--- src/rtl/addsub_acc_ctrl.sv ---
// addsub_acc_ctrl: sequencing and accumulator stage around an external
// combinational WIDTH-bit adder-subtractor. Requests are accepted over a
// valid/ready handshake, executed against the adder for exactly one cycle,
// and the registered result is presented on a second valid/ready handshake.
// Optional feature: define ACC_SAT_EN to saturate the accumulator on signed
// overflow of ADD/SUB instead of wrapping around.
module addsub_acc_ctrl #(
  parameter int WIDTH = 4
) (
  input  logic             clk,
  input  logic             rst_n,
  input  logic             in_valid,
  output logic             in_ready,
  input  logic [1:0]       in_op,
  input  logic [WIDTH-1:0] in_b,
  output logic             add_m,
  output logic [WIDTH-1:0] add_a,
  output logic [WIDTH-1:0] add_b,
  input  logic [WIDTH-1:0] add_s,
  input  logic             add_c,
  input  logic             add_v,
  output logic             out_valid,
  input  logic             out_ready,
  output logic [WIDTH-1:0] out_acc,
  output logic             out_c,
  output logic             out_v,
  output logic             out_z,
  output logic             ovf_sticky,
  input  logic             sticky_clr
);

  localparam logic [1:0] IDLE = 2'd0;
  localparam logic [1:0] EXEC = 2'd1;
  localparam logic [1:0] RESP = 2'd2;

  localparam logic [1:0] OP_ADD   = 2'b00;
  localparam logic [1:0] OP_SUB   = 2'b01;
  localparam logic [1:0] OP_LOAD  = 2'b10;
  localparam logic [1:0] OP_CLEAR = 2'b11;

  logic [1:0]              state;
  logic [1:0]              op_q;
  logic [WIDTH-1:0]        b_q;
  logic signed [WIDTH-1:0] acc;
  logic signed [WIDTH-1:0] acc_next;
  logic                    c_next;
  logic                    v_next;
  logic                    is_arith;

  // Saturation limit chosen by the sign of operand A: an overflow can only
  // push the result past the extreme on the same side as A.
  function automatic logic signed [WIDTH-1:0] sat_limit(input logic a_neg);
    logic signed [WIDTH-1:0] lim;
    lim = a_neg ? $signed({1'b1, {(WIDTH-1){1'b0}}})
                : $signed({1'b0, {(WIDTH-1){1'b1}}});
    return lim;
  endfunction

  assign is_arith   = ~op_q[1];
  assign in_ready   = (state == IDLE);
  assign out_valid  = (state == RESP);
  assign add_m      = op_q[0];
  assign add_a      = acc;
  assign add_b      = b_q;
  assign out_acc    = acc;
  assign out_z      = (acc == '0);

  // Next accumulator value and flags for the operation held in op_q.
  always_comb begin
    acc_next = acc;
    c_next   = 1'b0;
    v_next   = 1'b0;
    case (op_q)
      OP_ADD, OP_SUB: begin
        acc_next = $signed(add_s);
        c_next   = add_c;
        v_next   = add_v;
`ifdef ACC_SAT_EN
        if (add_v) acc_next = sat_limit(acc[WIDTH-1]);
`endif
      end
      OP_LOAD:  acc_next = $signed(b_q);
      OP_CLEAR: acc_next = '0;
      default:  acc_next = '0;
    endcase
  end

  // Control FSM with request capture and end-of-EXEC result registration.
  always_ff @(posedge clk) begin
    if (!rst_n) begin
      state <= IDLE;
      op_q  <= '0;
      b_q   <= '0;
      acc   <= '0;
      out_c <= 1'b0;
      out_v <= 1'b0;
    end else begin
      case (state)
        IDLE: begin
          if (in_valid) begin
            op_q  <= in_op;
            b_q   <= in_b;
            state <= EXEC;
          end
        end
        EXEC: begin
          acc   <= acc_next;
          out_c <= c_next;
          out_v <= v_next;
          state <= RESP;
        end
        RESP: begin
          if (out_ready) state <= IDLE;
        end
        default: state <= IDLE;
      endcase
    end
  end

  // Sticky overflow: an overflow in EXEC takes priority over a clear request.
  always_ff @(posedge clk) begin
    if (!rst_n) begin
      ovf_sticky <= 1'b0;
    end else if (state == EXEC && is_arith && add_v) begin
      ovf_sticky <= 1'b1;
    end else if (sticky_clr) begin
      ovf_sticky <= 1'b0;
    end
  end

endmodule

--- config.mk ---
export PLATFORM = sky130hd
export DESIGN_NAME = addsub_acc_ctrl
export DESIGN_NICKNAME = d
export VERILOG_FILES = /design/src/rtl/addsub_acc_ctrl.sv
export SDC_FILE = /design/constraint.sdc
export NUM_CORES = 1
export LEC_CHECK = 0
export ABC_AREA = 1
export CORE_MARGIN = 2
export CORE_UTILIZATION = 39
export CTS_CLUSTER_DIAMETER = 40
export DETAILED_ROUTE_END_ITERATION = 7
export PLACE_DENSITY = 0.82
export SLEW_MARGIN = 20
export SYNTH_ARGS = -nofsm -noshare
export SYNTH_HDL_FRONTEND = slang
export SYNTH_SLANG_ARGS = --single-unit
export TNS_END_PERCENT = 20
--- constraint.sdc ---
create_clock -name clk -period 1.57 [get_ports clk]
set_input_delay 0.314 -clock clk [delete_from_list [all_inputs] [get_ports clk]]
set_output_delay 0.314 -clock clk [all_outputs]
set_load 0.02 [all_outputs]
After elaboration in Yosys (flattened, before gate mapping)
Cells that the tools add are included.
{ "op_classes": {"n_addsub": 0, "magnitude_cmp": 0, "mux": 8, "bitwise_logic": 1, "div_mod_pow": 0, "reduce_logical": 9, "shift": 0, "eq_ne": 7, "n_mul": 0} }
{ "op_table": {"columns": ["cell", "count"], "rows": [
  ["one-hot mux 4 bit (3 select lines)", 1],
  ["== test 2 bit (second input constant)", 3],
  ["one-hot mux 2 bit (3 select lines)", 1],
  ["== test 2 x 1 -> 1 bit (second input constant)", 2],
  ["zero test 2 bit", 2],
  ["zero test 4 bit", 1],
  ["2-to-1 mux 1 bit", 4],
  ["2-to-1 mux 2 bit", 2],
  ["AND reduction 2 bit", 2],
  ["logical AND 1 bit", 2],
  ["!= test 2 x 1 -> 1 bit (second input constant)", 1],
  ["!= test 2 bit (second input constant)", 1],
  ["nonzero test 2 bit", 1],
  ["OR reduction 2 bit", 1],
  ["NOT 1 bit", 1]
]} }
{ "totals": {"latch_bits": 0, "ramBits": 0, "memories": 0, "romBits": 0, "output_inout_bits": 19, "input_bits": 17, "ff_bits": 15, "wordCells": 32} }

Depth between registers and ports, before layout
Gate-level depths: netlist (run 1).
{ "depth": {"ltp_word": 4, "ltp_mapped": 5, "depth_no_buf": 5} }

Worst setup path after synthesis (run 1)
OpenSTA, ideal clock, no wires.
{ "synth_path": {"path_kind": "register to output", "startpoint": "register acc[2] (netlist: add_a[2])", "endpoint": "output out_z", "arrival_ns": 1.125, "path_slack_ns": 0.131, "path_buffers": 0, "stages_incl_launch_ff": 2, "t_required_ns": 1.256, "path_cell_list": "dfxtp_1 > nor4_1"} }
{ "synth_via": {"elab_chain_cells": 1} }
{ "synth_lines": {"columns": ["element", "line_no", "text"], "rows": [
  ["start, declared", "44", "logic signed [WIDTH-1:0] acc;"],
  ["start signal, assigned", "107", "acc <= acc_next;"],
  ["zero test 4 bit", "66", "assign out_z = (acc == '0);"],
  ["end, declared", "27", "output logic out_z,"]
]} }
Every way passes these cells.

Worst setup path after layout (run 1)
{ "layout_path": {"startpoint": "register out_v", "endpoint": "output out_v"} }
{ "layout_lines": {"columns": ["element", "line_no", "text"], "rows": [
  ["start, declared", "26", "output logic out_v,"],
  ["start signal, assigned", "109", "out_v <= v_next;"]
]} }
No word-level cell between the ends.

==> run_results.csv, run 1 <==
group,metric,value,unit
run_status,run_status,"completed",
floorplanning,die_outline_height,44.2,µm
floorplanning,core-area,0.00151,mm²
grt,grt_antenna_before_repair,0,
drt,detailedRoute.firstPassIterationCount,4,
synth,netlist-cell-type-count,14,
pwr,power-per-cell-area,853,mW/mm²
pwr,power.switching_fraction,29.1,%
synth,sequential_to_total_area_share_from_yosys_stat,47.7,%
finish,final_layout_size_suffix_gt1_share,9.76,%
floorplanning,floorplan.initialDensity,41.8,%
pwr,netSwitchingPower,248,µW
clock_network,clockRootBuffer,"sky130_fd_sc_hd__clkbuf_4",
grt,grt_start_max_net_pins,10,
floorplanning,fp-row-count,14,
synth,synth.most_common_cell,"sky130_fd_sc_hd__nand2_1",
finish,flow.area_growth_from_synthesis,58.4,%
synth,postSynthNetCount,103,
placed_design,place_hpwl,1.14,mm
worst_setup_path,crit_path_buf_inv_count,1,
worst_setup_path,path_cells,"clkdlybuf4s50_1",
sta,min_period_over_period,96.6,%
clock_network,cts.path.max_buffers,2,
worst_setup_path,timing.critical_path.slowest_cell_delay,0.60,ns
clock_network,cts_tree,"done",
synth,syn_area_per_cell,7.32,µm²
worst_setup_path,timing.critical_path.max_delay_family,"buffers and inverters",
pwr,seqPwrFrac,50.2,%
placed_design,io_buffer_count,35,
finish,finish.instance_area,997,µm²
clock_network,cts_htree_levels,1,
drt,via_count,673,
clock_network,tritoncts.num_buffers,3,
drt,postRouteWirelength,1.41,mm
placed_design,routability_congestion,0.697,
worst_setup_path,setup.worst_path.end_class,"primary output",
sta,rsz0062_at_grt,"false",
floorplanning,die-area,0.00195,mm²
sta,timing.final.setup_violations,0,
synth,synth-edff-count,0,
synth,netlist_top_cells_area,"sky130_fd_sc_hd__dfxtp_1 48%, sky130_fd_sc_hd__nand2_1 13%, sky130_fd_sc_hd__nor2_1 7.8%",
finish,antennaDiodeCount,0,
drt,drt-vias-per-instance,4.84,
drt,drtAntennaViolNets,0,
worst_hold_path,min-delay-path-class,"flop to flop",
pwr,vdd.ir_drop.worst,517,µV
worst_setup_path,cp_startpoint_kind,"flop",
flow_run,max_cap_viol_count,0,
synth,yosys.area.top_type_share,47.7,%
synth,postSynth.asyncResetShare,0,%
sta,fmaxAchievable,0.659,GHz
worst_setup_path,slowest_stage,"sky130_fd_sc_hd__clkdlybuf4s50_1",
synth,yosys_warnings,0,
sta,final-hold-violation-count,0,
sta,worst-slew-pin-transition,0.259,ns
drt,wl_per_cell,10.1,µm
worst_setup_path,cp.arrival,1.20,ns
synth,leading_cell_types_by_count_after_synthesis,"22 x sky130_fd_sc_hd__nand2_1, 15 x sky130_fd_sc_hd__dfxtp_1, 13 x sky130_fd_sc_hd__nor2_1, 8 x sky130_fd_sc_hd__a21oi_1",
grt,vias_in_the_first_global_route,549,
pwr,power.static_leakage,0.000514,µW
pwr,intPower,603,µW
grt,grt_first_pass_wirelength,2.22,mm
clock_network,cts_hold_buffers,0,
sta,relSlewSlack,82.7,%
clock_network,post-cts-setup-buffers,0,
grt,globalRouteTotalUtil,15.6,%
sta,final.hold.worst_slack,0.468,ns
synth,mappedNetlistArea,629,µm²
synth,synth_seq_cells,15,
grt,global_route.overflow_total,0,
worst_setup_path,cp.required,1.26,ns
floorplanning,io_pins,36,
sta,accumulated_negative_setup_slack,0,ns
finish,utilization,66.2,%
synth,synth_flop_cell,"sky130_fd_sc_hd__dfxtp_1",
drt,drt_iter0_markers,18,
sta,worst_clock_skew,0.00380,ns
worst_setup_path,timing.setup.critical_path_class,"flop to primary output",
clock_network,cts.reportedPaths.clkPinSlew,0.08,ns
pwr,combinationalPowerShare,24.7,%
synth,synthCells,86,
floorplanning,die_width,44.2,µm
placed_design,dpl_cell_area,985,µm²
sta,timing.final.crit_period,1.52,ns
clock_network,clock_latency,0.27,ns
finish,final_nets,141,
worst_setup_path,critical_path.max_fanout,2,
drt,post-route-drc-count,0,
pwr,power.share.clock,25.2,%
sta,slew_viol_final,0,
synth,yosys.area.top_type,"sky130_fd_sc_hd__dfxtp_1",
clock_network,cts.sink_count,15,
==> cells by family after synthesis <==
logic type / count (synthesis) / share of synthesized area (%)
AOI/OAI and AO/OA: 14 / 11.1
and+or+nand+nor: 45 / 30.8
buffers and inverters: 12 / 10.3
DFF: 15 / 47.7
==> metrics by stage <==
step | instances | power [µW] | setup slack (ns)
6_report | 139 | 850 | 0.0528
3_5_place_dp | 135 | 668 | 0.0410
2_1_floorplan | 86 | 551 | 0.131
4_1_cts | 139 | 860 | 0.000226
5_1_grt | 139 | 896 | 0.00187
3_3_place_gp | 135 | 663 | 0.0615
==> worst paths after layout <==
| check | startpoint | endpoint | slack [ns] | depth (start not counted) |
|---|---|---|---|---|
| worst max-delay path | out_v | out_v | 0.05 | 1 |
| worst min-delay path | ovf_sticky | ovf_sticky | 0.47 | 2 |
| worst max register to register | state[0] | add_b[1] | 0.62 | 4 |
| worst min register to register | ovf_sticky | ovf_sticky | 0.47 | 2 |
==> worst reg2reg max path: stages, from the launching register on <==
cell	delay (ns)
sky130_fd_sc_hd__dfxtp_1	0.34
sky130_fd_sc_hd__nor2_2	0.16
sky130_fd_sc_hd__nand2_4	0.10
sky130_fd_sc_hd__o21ai_0	0.18
sky130_fd_sc_hd__nor2_1	0.06
==> repair_timing <==
action / CTS / global route
setup endpoints to repair: 15 / 5
resized for setup: 15 / 7
hold endpoints to repair: 0 / 0
cloned: 0 / 0
==> layout by cell type (no fill, tap or decap) <==
cell,count
sky130_fd_sc_hd__nor2_1,13
sky130_fd_sc_hd__clkbuf_2,1
sky130_fd_sc_hd__clkdlybuf4s50_1,17
sky130_fd_sc_hd__inv_1,6
sky130_fd_sc_hd__clkbuf_1,1
sky130_fd_sc_hd__nand2_4,1
sky130_fd_sc_hd__nand2_2,1
sky130_fd_sc_hd__a21oi_1,8
sky130_fd_sc_hd__clkinv_4,1
sky130_fd_sc_hd__nand2_1,22
sky130_fd_sc_hd__dlymetal6s2s_1,3
sky130_fd_sc_hd__nor4_1,1
sky130_fd_sc_hd__buf_4,2
sky130_fd_sc_hd__nor2_2,3
sky130_fd_sc_hd__clkbuf_4,3
sky130_fd_sc_hd__dlygate4sd2_1,13
sky130_fd_sc_hd__clkinv_1,1
sky130_fd_sc_hd__o21ai_0,6
sky130_fd_sc_hd__nand3_1,4
sky130_fd_sc_hd__clkdlybuf4s15_1,1
sky130_fd_sc_hd__dfxtp_1,15
==> state kept, by name, indices dropped and copies added, names as in the netlist <==
signal,flops
ovf_sticky,1
out_v,1
add_b,4
add_a,4
out_c,1
state,2
op_q,2
==> power groups by stage <==
stage	logic [µW]	registers [µW]	clock network, µW
final	210	426	214
after global routing	229	431	236
after CTS	213	427	220
after detailed placement	232	436	0
after global placement	229	435	0
after floorplan	93.1	458	0
==> cell type report <==
class                   instances  area [µm²]
inverters                       8        35.0
flip-flops and latches         15         300
fillers                       143         509
clock buffers                   4        26.3
well taps                      16        20.0
multi-input cells              59         264
repair buffers                 37         352
==> layer usage <==
layer | share of wire (%) | wire length [µm] | global-route usage, % | vias up
met1 | 43 | 604 | 17.7 | 298
li1 | - | - | - | 348
met4 | 0 | 0 | 9.09 | 0
met2 | 50 | 702 | 26.5 | 27
met3 | 7.0 | 98 | 3.67 | 0
met5 | 0 | 0 | 0 | -
Note: power is estimated with default switching activity, not from simulation.
==> run 2, diff against run 1 <==
--- a/config.mk
+++ b/config.mk
@@ -7,10 +7,11 @@
 export LEC_CHECK = 0
 export ABC_AREA = 1
 export CORE_MARGIN = 2
-export CORE_UTILIZATION = 39
+export CORE_UTILIZATION = 36
 export CTS_CLUSTER_DIAMETER = 40
 export DETAILED_ROUTE_END_ITERATION = 7
-export PLACE_DENSITY = 0.82
+export PLACE_DENSITY = 0.76
+export SKIP_LAST_GASP = 1
 export SLEW_MARGIN = 20
 export SYNTH_ARGS = -nofsm -noshare
 export SYNTH_HDL_FRONTEND = slang
==> constraint.sdc (replaced) <==
create_clock -name clk -period 1.4 [get_ports clk]
set_input_delay 0.28 -clock clk [delete_from_list [all_inputs] [get_ports clk]]
set_output_delay 0.28 -clock clk [all_outputs]
set_load 0.02 [all_outputs]
==> run_results.csv, run 2 (same netlist as run 1, synthesis figures left out) <==
group,metric,value,unit
run_status,run_status,"finished, violations left",
run_status,failed_checks,"setup timing",
pwr,combinationalPowerShare,26.8,%
finish,layout.cells.most_common,"sky130_fd_sc_hd__clkdlybuf4s50_1",
sta,setup_ws,-0.222,ns
finish,final_layout_size_suffix_gt1_share,13.4,%
pwr,power-per-cell-area,940,mW/mm²
clock_network,clock_latency,0.28,ns
pwr,vdd.ir_drop.worst,451,µV
drt,post-route-drc-count,0,
floorplanning,die_outline_height,45.8,µm
sta,min_period_over_period,116,%
sta,fmaxAchievable,0.617,GHz
clock_network,cts.reportedPaths.clkPinSlew,0.09,ns
worst_setup_path,timing.critical_path.max_delay_family,"buffers and inverters",
worst_setup_path,cp.arrival,1.34,ns
worst_setup_path,cp.required,1.12,ns
clock_network,cts_tree,"done",
sta,rsz0062_at_grt,"true",
worst_setup_path,setup.worst_path.end_class,"primary output",
finish,final_cell_mix,"29 x sky130_fd_sc_hd__clkdlybuf4s50_1, 22 x sky130_fd_sc_hd__nand2_1, 15 x sky130_fd_sc_hd__dfxtp_1",
clock_network,cts_hold_buffers,0,
finish,flow.area_growth_from_synthesis,67.6,%
floorplanning,floorplan.initialDensity,37.3,%
clock_network,cts_htree_levels,1,
drt,detailedRoute.firstPassIterationCount,4,
placed_design,io_buffer_count,35,
drt,drt_iter0_markers,5,
floorplanning,die_width,45.8,µm
grt,grt_first_pass_wirelength,2.26,mm
drt,maxUsedRoutingLayer,"met4",
floorplanning,fp-row-count,15,
worst_setup_path,critical_path.max_fanout,3,
worst_hold_path,min-delay-path-class,"flop to flop",
worst_setup_path,slowest_stage,"sky130_fd_sc_hd__clkdlybuf4s50_1",
pwr,power.static_leakage,0.000487,µW
floorplanning,die-area,0.00210,mm²
pwr,power.share.clock,25.0,%
sta,slew_viol_final,0,
sta,worst-slew-pin-transition,0.242,ns
sta,final-hold-violation-count,0,
clock_network,cts.path.max_buffers,2,
drt,wl_per_cell,10.0,µm
drt,routed-wl-met3,88,µm
worst_setup_path,timing.critical_path.slowest_cell_delay,0.59,ns
worst_setup_path,path_cells,"buf_4 > clkdlybuf4s50_1",
drt,postRouteWirelength,1.44,mm
placed_design,dpl_cell_area,0.00102,mm²
grt,grt_start_max_net_pins,10,
drt,drtAntennaViolNets,0,
placed_design,routability_congestion,0.687,
worst_setup_path,crit_path_buf_inv_count,2,
clock_network,clockRootBuffer,"sky130_fd_sc_hd__clkbuf_4",
grt,global_route.overflow_total,0,
sta,worst_clock_skew,0.00122,ns
drt,via_count,659,
placed_design,place_ws,-0.0553,ns
finish,antennaDiodeCount,0,
grt,grt_antenna_before_repair,0,
clock_network,tritoncts.num_buffers,3,
finish,finish.instance_area,0.00105,mm²
pwr,netSwitchingPower,288,µW
finish,final_nets,145,
worst_setup_path,timing.setup.critical_path_class,"flop to primary output",
pwr,power.switching_fraction,29.1,%
sta,timing.final.setup_violations,14,
worst_setup_path,cp_startpoint_kind,"flop",
floorplanning,core-area,0.00169,mm²
pwr,intPower,703,µW
sta,final.hold.worst_slack,0.467,ns
drt,detail_route.wirelength.met1,605,µm
pwr,seqPwrFrac,48.2,%
grt,vias_in_the_first_global_route,541,
sta,timing.final.crit_period,1.62,ns
drt,met2_wirelength,701,µm
grt,globalRouteTotalUtil,15.2,%
drt,drt-vias-per-instance,4.58,
floorplanning,io_pins,36,
placed_design,place_hpwl,1.14,mm
clock_network,cts.sink_count,15,
flow_run,max_cap_viol_count,0,
sta,relSlewSlack,83.8,%
[run 2: cell types whose count changed in the layout (fill, tap and decap cells not counted), sizes merged]
cell           delta
buf               +4
clkbuf            -1
dlygate4sd2      -11
clkdlybuf4s50    +12
[run 2: path summary, 6_finish.rpt]
path	from	to	slack, ns	depth (start not counted)
setup / recovery	add_a[2]	add_a[2]	-0.22	2
hold / removal	ovf_sticky	ovf_sticky	0.47	2
setup reg to reg	state[1]	add_a[3]	0.38	6
hold reg to reg	ovf_sticky	ovf_sticky	0.47	2
[run 2: tightest hold or removal path, delay by kind of cell, from the launching register on]
family | cells | cell delay [ns]
AO/OA/AOI/OAI | 1 | 0.05
AND/OR/NAND/NOR | 1 | 0.06
flip-flops | 1 | 0.32
[run 2: timing repair]
item,CTS,global route
gates resized for setup,5,3
setup endpoints to repair,19,19
pin swaps,0,0
setup buffers,0,0
hold endpoints to repair,0,0
[run 2: stage by stage]
stage	util, %	power (µW)	instances	TNS [ns]
2_1_floorplan	-	621	86	0
3_3_place_gp	60.5	758	140	-0.0544
3_5_place_dp	60.5	762	140	-0.0553
4_1_cts	62.0	998	144	-2.83
5_1_grt	62.4	1040	144	-2.83
6_report	62.4	991	144	-2.06
[run 2: power by group through the flow]
stage          registers (µW)  logic [µW]  clock network [µW]
2_1_floorplan             515         106                   0
3_3_place_gp              487         270                   0
3_5_place_dp              488         274                   0
4_1_cts                   478         270                 250
5_1_grt                   484         289                 265
6_report                  478         266                 248
[run 2: area by class of cell]
type / count / area [µm²]
clock buffers: 4 / 26.3
fillers: 153 / 634
inverters: 8 / 35.0
multi-input cells: 59 / 270
flip-flops and latches: 15 / 300
well taps: 17 / 21.3
repair buffers: 41 / 402
[run 2: layer usage]
metal / track usage, % / vias to the layer above
met4: 10.3 / 0
li1: - / 348
met1: 18.6 / 281
met3: 2.38 / 5
met2: 24.2 / 25
met5: 0 / -
